`src/rtl/cnn_pkg.sv`:
```
// rtl/cnn_pkg.sv - shared FP32 constants and pooling FSM state type
package cnn_pkg;
  localparam int FP32_W    = 32;
  localparam int FP32_SIGN = 31;
  localparam logic [FP32_W-1:0] FP32_POS_ZERO = 32'h0000_0000;

  typedef enum logic [2:0] {
    ST_IDLE,
    ST_READ,
    ST_DRAIN,
    ST_WRITE,
    ST_FINISH
  } pool_state_t;
endpackage

```
`src/rtl/fp32_max.sv`:
```
// rtl/fp32_max.sv - combinational FP32 maximum on sign/magnitude ordering
module fp32_max
  import cnn_pkg::*;
(
  input  logic [FP32_W-1:0] a,
  input  logic [FP32_W-1:0] b,
  output logic [FP32_W-1:0] y
);
  always_comb begin
    y = a;
    if (a[FP32_SIGN] != b[FP32_SIGN]) begin
      y = a[FP32_SIGN] ? b : a;
    end else if (!a[FP32_SIGN]) begin
      y = (b[FP32_SIGN-1:0] > a[FP32_SIGN-1:0]) ? b : a;
    end else begin
      // both negative: the smaller magnitude is the larger value
      y = (b[FP32_SIGN-1:0] < a[FP32_SIGN-1:0]) ? b : a;
    end
  end
endmodule

```
`src/rtl/relu_maxpool_bram.sv`:
```
// rtl/relu_maxpool_bram.sv - optional ReLU + 2x2/2 max pool from C BRAM into P BRAM
module relu_maxpool_bram
  import cnn_pkg::*;
#(
  parameter int MAX_M       = 16,
  parameter int MAX_H       = 16,
  parameter int MAX_W       = 16,
  parameter int ADDR_M_BITS = $clog2(MAX_M),
  parameter int ADDR_H_BITS = $clog2(MAX_H),
  parameter int ADDR_W_BITS = $clog2(MAX_W),
  parameter int ADDR_C_BITS = $clog2(MAX_M*MAX_H*MAX_W),
  parameter int ADDR_P_BITS = $clog2(MAX_M*(MAX_H/2)*(MAX_W/2))
) (
  input  logic                   clk,
  input  logic                   rst_n,
  input  logic                   start,
  input  logic                   relu_en,
  input  logic [ADDR_M_BITS:0]   M_val,
  input  logic [ADDR_H_BITS:0]   H_val,
  input  logic [ADDR_W_BITS:0]   W_val,
  output logic                   done,
  output logic                   busy,
  output logic [ADDR_C_BITS-1:0] c_addr,
  input  logic [FP32_W-1:0]      c_rdata,
  output logic                   p_we,
  output logic [ADDR_P_BITS-1:0] p_addr,
  output logic [FP32_W-1:0]      p_wdata
);
  typedef logic [ADDR_M_BITS:0] m_t;
  typedef logic [ADDR_H_BITS:0] h_t;
  typedef logic [ADDR_W_BITS:0] w_t;

  pool_state_t      state;
  logic             relu_lat;
  m_t               m_lat, m_cnt, m_n;
  h_t               h_lat, ho_lat, ph, ph_n;
  w_t               w_lat, wo_lat, pw, pw_n;
  logic [1:0]       k;
  logic [FP32_W-1:0] acc, v, max_out;
  logic             last_out;

  function automatic logic [ADDR_C_BITS-1:0] c_index(input m_t mm, input h_t py, input w_t px,
                                                     input logic [1:0] kk, input h_t hh, input w_t ww);
    int row, col;
    row = 2*int'(py) + int'(kk[1]);
    col = 2*int'(px) + int'(kk[0]);
    return ADDR_C_BITS'(int'(mm)*int'(hh)*int'(ww) + row*int'(ww) + col);
  endfunction

  assign v = (relu_lat && c_rdata[FP32_SIGN]) ? FP32_POS_ZERO : c_rdata;

  fp32_max u_max (.a(acc), .b(v), .y(max_out));

  // window walk order: pw fastest, then ph, then channel
  always_comb begin
    pw_n     = pw + w_t'(1);
    ph_n     = ph;
    m_n      = m_cnt;
    last_out = 1'b0;
    if (pw == wo_lat - w_t'(1)) begin
      pw_n = '0;
      ph_n = ph + h_t'(1);
      if (ph == ho_lat - h_t'(1)) begin
        ph_n     = '0;
        m_n      = m_cnt + m_t'(1);
        last_out = (m_cnt == m_lat - m_t'(1));
      end
    end
  end

  always_ff @(posedge clk or negedge rst_n) begin
    if (!rst_n) begin
      state    <= ST_IDLE;
      done     <= 1'b0;
      busy     <= 1'b0;
      p_we     <= 1'b0;
      c_addr   <= '0;
      p_addr   <= '0;
      p_wdata  <= '0;
      relu_lat <= 1'b0;
      m_lat    <= '0;
      h_lat    <= '0;
      w_lat    <= '0;
      ho_lat   <= '0;
      wo_lat   <= '0;
      m_cnt    <= '0;
      ph       <= '0;
      pw       <= '0;
      k        <= '0;
      acc      <= '0;
    end else begin
      p_we <= 1'b0;
      case (state)
        ST_IDLE: begin
          if (start) begin
            relu_lat <= relu_en;
            m_lat    <= M_val;
            h_lat    <= H_val;
            w_lat    <= W_val;
            ho_lat   <= H_val >> 1;
            wo_lat   <= W_val >> 1;
            m_cnt    <= '0;
            ph       <= '0;
            pw       <= '0;
            k        <= '0;
            acc      <= '0;
            done     <= 1'b0;
            busy     <= 1'b1;
            if (M_val == '0 || H_val[ADDR_H_BITS:1] == '0 || W_val[ADDR_W_BITS:1] == '0) begin
              state <= ST_FINISH;
            end else begin
              c_addr <= '0;
              state  <= ST_READ;
            end
          end
        end
        ST_READ: begin
          k      <= k + 2'd1;
          c_addr <= c_index(m_cnt, ph, pw, k + 2'd1, h_lat, w_lat);
          // data for sample k-1 is on c_rdata now
          if (k != 2'd0) acc <= (k == 2'd1) ? v : max_out;
          if (k == 2'd3) state <= ST_DRAIN;
        end
        ST_DRAIN: begin
          acc     <= max_out;
          p_we    <= 1'b1;
          p_addr  <= ADDR_P_BITS'(int'(m_cnt)*int'(ho_lat)*int'(wo_lat)
                                  + int'(ph)*int'(wo_lat) + int'(pw));
          p_wdata <= max_out;
          state   <= ST_WRITE;
        end
        ST_WRITE: begin
          m_cnt <= m_n;
          ph    <= ph_n;
          pw    <= pw_n;
          if (last_out) begin
            state <= ST_FINISH;
          end else begin
            c_addr <= c_index(m_n, ph_n, pw_n, 2'd0, h_lat, w_lat);
            state  <= ST_READ;
          end
        end
        ST_FINISH: begin
          done  <= 1'b1;
          busy  <= 1'b0;
          state <= ST_IDLE;
        end
        default: state <= ST_IDLE;
      endcase
    end
  end
endmodule

```
`config.mk`:
```
export PLATFORM = sky130hd
export DESIGN_NAME = relu_maxpool_bram
export DESIGN_NICKNAME = d
export VERILOG_FILES = /design/src/rtl/cnn_pkg.sv /design/src/rtl/fp32_max.sv /design/src/rtl/relu_maxpool_bram.sv
export SDC_FILE = /design/constraint.sdc
export NUM_CORES = 1
export LEC_CHECK = 0
export BUFFER_PORTS_ARGS = -buffer_cell sky130_fd_sc_hd__buf_4
export CELL_PAD_IN_SITES_DETAIL_PLACEMENT = 0
export CELL_PAD_IN_SITES_GLOBAL_PLACEMENT = 1
export CORE_ASPECT_RATIO = 1.2
export CORE_UTILIZATION = 48
export DETAILED_ROUTE_END_ITERATION = 7
export PLACE_DENSITY = 0.8
export SYNTH_ARGS = -nofsm -noshare
export SYNTH_HDL_FRONTEND = slang
export SYNTH_SLANG_ARGS = --single-unit
```
`constraint.sdc`:
```
create_clock -name clk -period 11.9 [get_ports clk]
set_clock_uncertainty 0.2 [all_clocks]
set_input_delay 1.785 -clock clk [delete_from_list [all_inputs] [get_ports clk]]
set_output_delay 1.785 -clock clk [all_outputs]
set_load 0.005 [all_outputs]
```
; ---- Yosys cells after proc, flatten, opt, wreduce, memory -nomap -nowiden
; Index checks and enable logic that the tools add are counted.
[word_totals]
output_inout_bits = 57
wordCells = 116
ff_bits = 133
[op_classes]
add_sub_neg = 15
n_reduce_logical = 20
n_mux = 37
magnitude_cmp = 2
n_eq_ne = 15
multipliers = 9
[ops]
columns = cell, count
row1 = $mux 32, 9
row2 = $pmux 32 s3, 1
row3 = $mux 12, 3
row4 = $pmux 12 s3, 1
row5 = $gt 31x31->1, 1
row6 = $lt 31x31->1, 1
row7 = $mul 5x5->10, 3
row8 = $mux 5, 6
row9 = $pmux 5 s2, 3
row10 = $mul 10x5->12, 2
row11 = $mul 5x4->9, 2
row12 = $add 5x1->5 const B, 3
row13 = $eq 5x5->1, 3
row14 = $add 6x1->7, 2
row15 = $add 12x11->12, 1
row16 = $add 12x12->12, 1
row17 = $add 12x6->12, 1
row18 = $add 12x7->12, 1
row19 = $mul 7x5->12, 1
row20 = $mux 3, 4
row21 = $pmux 3 s4, 1
row22 = $add 10x5->10, 1
row23 = $add 10x9->10, 1
row24 = $mul 9x4->10, 1
row25 = other kinds (24), 45

; ---- Logic depth before layout (Yosys ltp)
[depth]
word_depth = 10
depth_mapped = 38
mapped_depth_nobuf = 36

; ---- Cells and area by module
; Synthesis repeated with hierarchy kept, for this count alone.
[hier_totals]
cells_unflattened = 1848
area_unflattened_um2 = 16145.5
[modules_own_cells]
columns = mod, cells_per_inst, area_each_um2, n_inst, seq_area_each_um2
row1 = relu_maxpool_bram, 1631, 14331.2, 1, 3128.0
row2 = fp32_max, 217, 1814.2, 1, 0.0

; ---- Worst setup path before layout
; No wires, ideal clock.
[synth_path]
kind = register to register
startpoint = reg w_lat[1]
endpoint = reg c_addr[10]
arrival_time_ps = 8433
path_stages_with_launch = 38
n_path_buf = 2
synth_period_minus_slack_ps = 8729
setup_slack_ps = 3171
cell_sequence = dfrtp_1 > clkbuf_1 > inv_1 > ha_1 > xnor2_1 > a21oi_1 > o21ai_1 > a2111oi_4 > and3_1 > buf_4 > nand2_1 > xor2_1 > nand2b_1 > fa_1 > fa_1 > fa_1 > inv_1 > ha_1 > (+2 left out) > and2_1 > fa_1 > inv_1 > fa_1 > inv_1 > fa_1 > inv_1 > fa_1 > inv_1 > ha_1 > o21ai_0 > nand2b_1 > a21o_1 > a21o_1 > a31oi_1 > xnor2_1 > a21oi_1 > o31ai_1
[synth_between]
elab_chain_len = 5
word_cells_on_any_way = 10
cone_classes = 4 x add/sub / 4 x mul / 2 x mux
[synth_rtl]
columns = element, line_no
row1 = from (decl), relu_maxpool_bram.sv:37  ; w_t w_lat, wo_lat, pw, pw_n;
row2 = from (signal assigned), relu_maxpool_bram.sv:99  ; w_lat <= W_val;
row3 = $mul 10x5->12 or $mul 5x5->10 (tied branches), relu_maxpool_bram.sv:47  ; return ADDR_C_BITS'(int'(mm)*int'(hh)*int'(ww) + row*int'(ww) + col);
row4 = $add 12x11->12, relu_maxpool_bram.sv:47
row5 = $add 12x6->12, relu_maxpool_bram.sv:47
row6 = $mux 12, relu_maxpool_bram.sv:136  ; if (last_out) begin
row7 = $pmux 12 s3 (*), relu_maxpool_bram.sv:93  ; case (state)
row8 = to (signal assigned), relu_maxpool_bram.sv:119  ; c_addr <= c_index(m_cnt, ph, pw, k + 2'd1, h_lat, w_lat);
row9 = to (signal assigned), relu_maxpool_bram.sv:139  ; c_addr <= c_index(m_n, ph_n, pw_n, 2'd0, h_lat, w_lat);
row10 = to (decl), relu_maxpool_bram.sv:23  ; output logic [ADDR_C_BITS-1:0] c_addr,
; Every way passes the cells marked *; elsewhere a longest branch is shown, timed or not. The select of a mux whose other input is x is not followed.
; A chain may end at the register's enable or synchronous reset.

; ---- Final worst setup path
; Ends and elaborated chain as after synthesis.

==> impl_metrics.env <==
export IMPL_cts_resized_gates=0
export IMPL_design_core_area_sq_um=32300
export IMPL_setup_worst_path_class="reg -> reg"
export IMPL_cts_num_sinks=125
export IMPL_grt_max_degree=71
export IMPL_grt_overflow_total=0
export IMPL_synthAdderAreaFrac_pct=33.5
export IMPL_worst_pin_slew_ns=1.15
export IMPL_postCtsSetupRepairBufs=0
export IMPL_leakagePower_nw=8.98
export IMPL_drcViolationCount=0
export IMPL_routed_wirelength_microns=39400
export IMPL_synth_async_reset_ratio_pct=100
export IMPL_synth_area_leaders="dfrtp_1 20%, fa_1 19%, ha_1 14%"
export IMPL_final_setup_viol_count=0
export IMPL_clk_pin_slew_ns=0.06
export IMPL_fin_crit_sh_pct=80.3
export IMPL_synth_compound_area_share_pct=14.0
export IMPL_critPathMaxFanout=26
export IMPL_worstPathArrival_ns=9.70
export IMPL_die_y_microns=201
export IMPL_cts_buffer_depth=2
export IMPL_dp_hpwl_microns=30300
export IMPL_antenna_left=0
export IMPL_total_power_w=0.00467
export IMPL_yosysUniqueCellTypes=71
export IMPL_synth_warnings=0
export IMPL_r2r_start="w_lat[1]$_DFFE_PN0P_"
export IMPL_cp_common_cell="fa_1"
export IMPL_start_util_pct=48.9
export IMPL_grt_setup_unrepaired="false"
export IMPL_first_pass_iters=5
export IMPL_slowest_stage="a2111oi_4"
export IMPL_insertion_delay_ns=0.44
export IMPL_place_congestion=0.896
export IMPL_start_kind="flop"
export IMPL_dieArea_sq_um=33700
export IMPL_slew_viol_final=0
export IMPL_synth_top_area_share_pct=19.8
export IMPL_num_vias=12500
export IMPL_syn_nets=2219
export IMPL_muxShareOfSynthArea_pct=1.42
export IMPL_synth_main_ff_cell="dfrtp_1"
export IMPL_r2r_slack_ns=2.34
export IMPL_p_per_area_nw_per_um2=267
export IMPL_area_growth_synth_to_final_pct=10.4
export IMPL_ir_worst_vdd_mv=0.126
export IMPL_cts_root_buf="clkbuf_16"
export IMPL_antenna_found_initial=0
export IMPL_cts_tree="yes"
export IMPL_fp_row_count=72
export IMPL_status="finished clean"
export IMPL_cts_buffers=17
export IMPL_reg2reg_depth=35
export IMPL_hp_start="p_addr[7]$_DFFE_PN0P_"
export IMPL_synth_area_sq_um=15800
export IMPL_dieWidth_microns=168
export IMPL_min_to="p_addr[7]$_DFFE_PN0P_"
export IMPL_synth_xor_area_share_pct=5.25
export IMPL_avgSynthCellArea_sq_um=8.62
export IMPL_crit_required_ns=12.04
export IMPL_maxCapViolations=0
export IMPL_cts_htree_levels=4
export IMPL_pin_count=108
export IMPL_min_path_cells=2
export IMPL_grt_pass1_vias=13300
export IMPL_yosysMostFrequentCell="inv_1"
export IMPL_end_kind="flop"
export IMPL_io_buffers=107
export IMPL_min_path_type="reg -> reg"
export IMPL_period_minus_slack_ns=9.56
export IMPL_syn_inst=1837
export IMPL_grt_use_total_pct=24.9
export IMPL_num_antenna_cells=0
export IMPL_cpPeakStageDelay_ns=0.74
export IMPL_postCtsHoldBufs=0
export IMPL_synth_top_family_by_area="adder cells"
export IMPL_timing_fmax_mhz=105
export IMPL_timing_rr_end="c_addr[10]$_DFFE_PN0P_"
export IMPL_yosysSeqAreaShare_pct=19.8
export IMPL_hold_violations=0
export IMPL_synthTopCellsByCount="282 x inv_1, 268 x nand2_1, 177 x ha_1"
export IMPL_yosys_area_top_type="dfrtp_1"
export IMPL_finalSetupTns_ns=0
export IMPL_grt_pass1_wl_microns=66200
export IMPL_nets=2269
export IMPL_yosys_area_share_simple_pct=16.8
export IMPL_drive_gt1_share_pct=10.1
export IMPL_relSlewSlack_pct=22.9
export IMPL_synth_edf_count=0
export IMPL_drt_iter0_markers=677
export IMPL_critPathLaunch="w_lat[1]$_DFFE_PN0P_"
export IMPL_avgViaCountPerCell=5.41
export IMPL_synth_seq_cells=125
export IMPL_wl_per_cell_microns=17.1
## final cells by class
| type | instances | area (sq um) |
|---|---|---|
| fill | 3056 | 14900 |
| multi-input combinational | 1334 | 11200 |
| clock inverter | 14 | 160 |
| sequential | 125 | 3130 |
| timing repair buffer | 125 | 942 |
| inverter | 284 | 1070 |
| clock buffer | 18 | 429 |
| tap | 407 | 509 |
## worst max-delay path by stage
stage / to / cells after the start / slack, ns
after floorplan: c_addr[10]$_DFFE_PN0P_ / 37 / 3.17
after global placement: c_addr[10]$_DFFE_PN0P_ / 35 / 2.53
after detailed placement: c_addr[10]$_DFFE_PN0P_ / 35 / 2.35
after CTS: c_addr[10]$_DFFE_PN0P_ / 35 / 2.34
after global routing: c_addr[11]$_DFFE_PN0P_ / 34 / 1.70
final: c_addr[10]$_DFFE_PN0P_ / 35 / 2.34
## cells in the final DEF (no fill, tap or decap), types with 60 or more instances in the layout
cell type	n
xnor2_1	60
a21oi_1	81
inv_1	282
nand2_1	268
and2_1	102
buf_4	124
fa_1	154
ha_1	177
nor2_1	64
dfrtp_1	125
## state kept, by name (all words and copies together) (netlist names)
register,flops
m_cnt,5
done,1
p_wdata,32
acc,32
k,2
m_lat,5
h_lat,5
p_addr,10
w_lat,5
c_addr,12
busy,1
ph,5
p_we,1
pw,5
relu_lat,1
state,3
## logic make-up (layout without fill, tap and decap cells)
| kind of cell | Yosys count | count (layout) |
|---|---|---|
| AOI/OAI and AO/OA | 331 | 331 |
| muxes | 22 | 22 |
| and+or+nand+nor | 560 | 560 |
| adders and majority gates | 331 | 331 |
| xor gates and xnor gates | 90 | 90 |
| buffers and inverters | 378 | 441 |
| DFF | 125 | 125 |
## metal layers
layer	wire [microns]	track usage [%]
met2	20600	46.4
met3	1040	2.35
met1	16100	28.2
met4	1670	11.9
met5	0	0
## critical path, delay by kind of cell, from the launching register on
| family | cells | cell delay [ns] |
|---|---|---|
| buf+inv | 7 | 0.70 |
| simple gates | 4 | 0.76 |
| mux | 1 | 0.49 |
| compound gates | 10 | 2.21 |
| flops | 1 | 0.37 |
| xor+xnor | 3 | 0.38 |
| fa+ha+maj | 10 | 4.32 |
## report_power, final
part	leakage (nW)	switching, W	internal, W	total, W
sequential	1.60	0.000212	0.000619	0.000831
combinational	7.10	0.00193	0.00137	0.00331
clock	0.280	0.000225	0.000312	0.000537
total	8.98	0.00237	0.00230	0.00467
## metrics by stage
step	cells	hold slack (ns)	cell area (sq um)	utilization, %	setup slack (ns)
after detailed placement	2275	0.272	16900	52.2	2.35
final	2307	0.282	17500	54.0	2.34
after floorplan	1837	0.265	15800	-	3.17
after global routing	2307	0.306	17500	54.0	1.70
after CTS	2307	0.285	17500	54.0	2.34
after global placement	2275	0.268	16900	52.2	2.53
No activity file was read; power rests on OpenSTA's default activity.
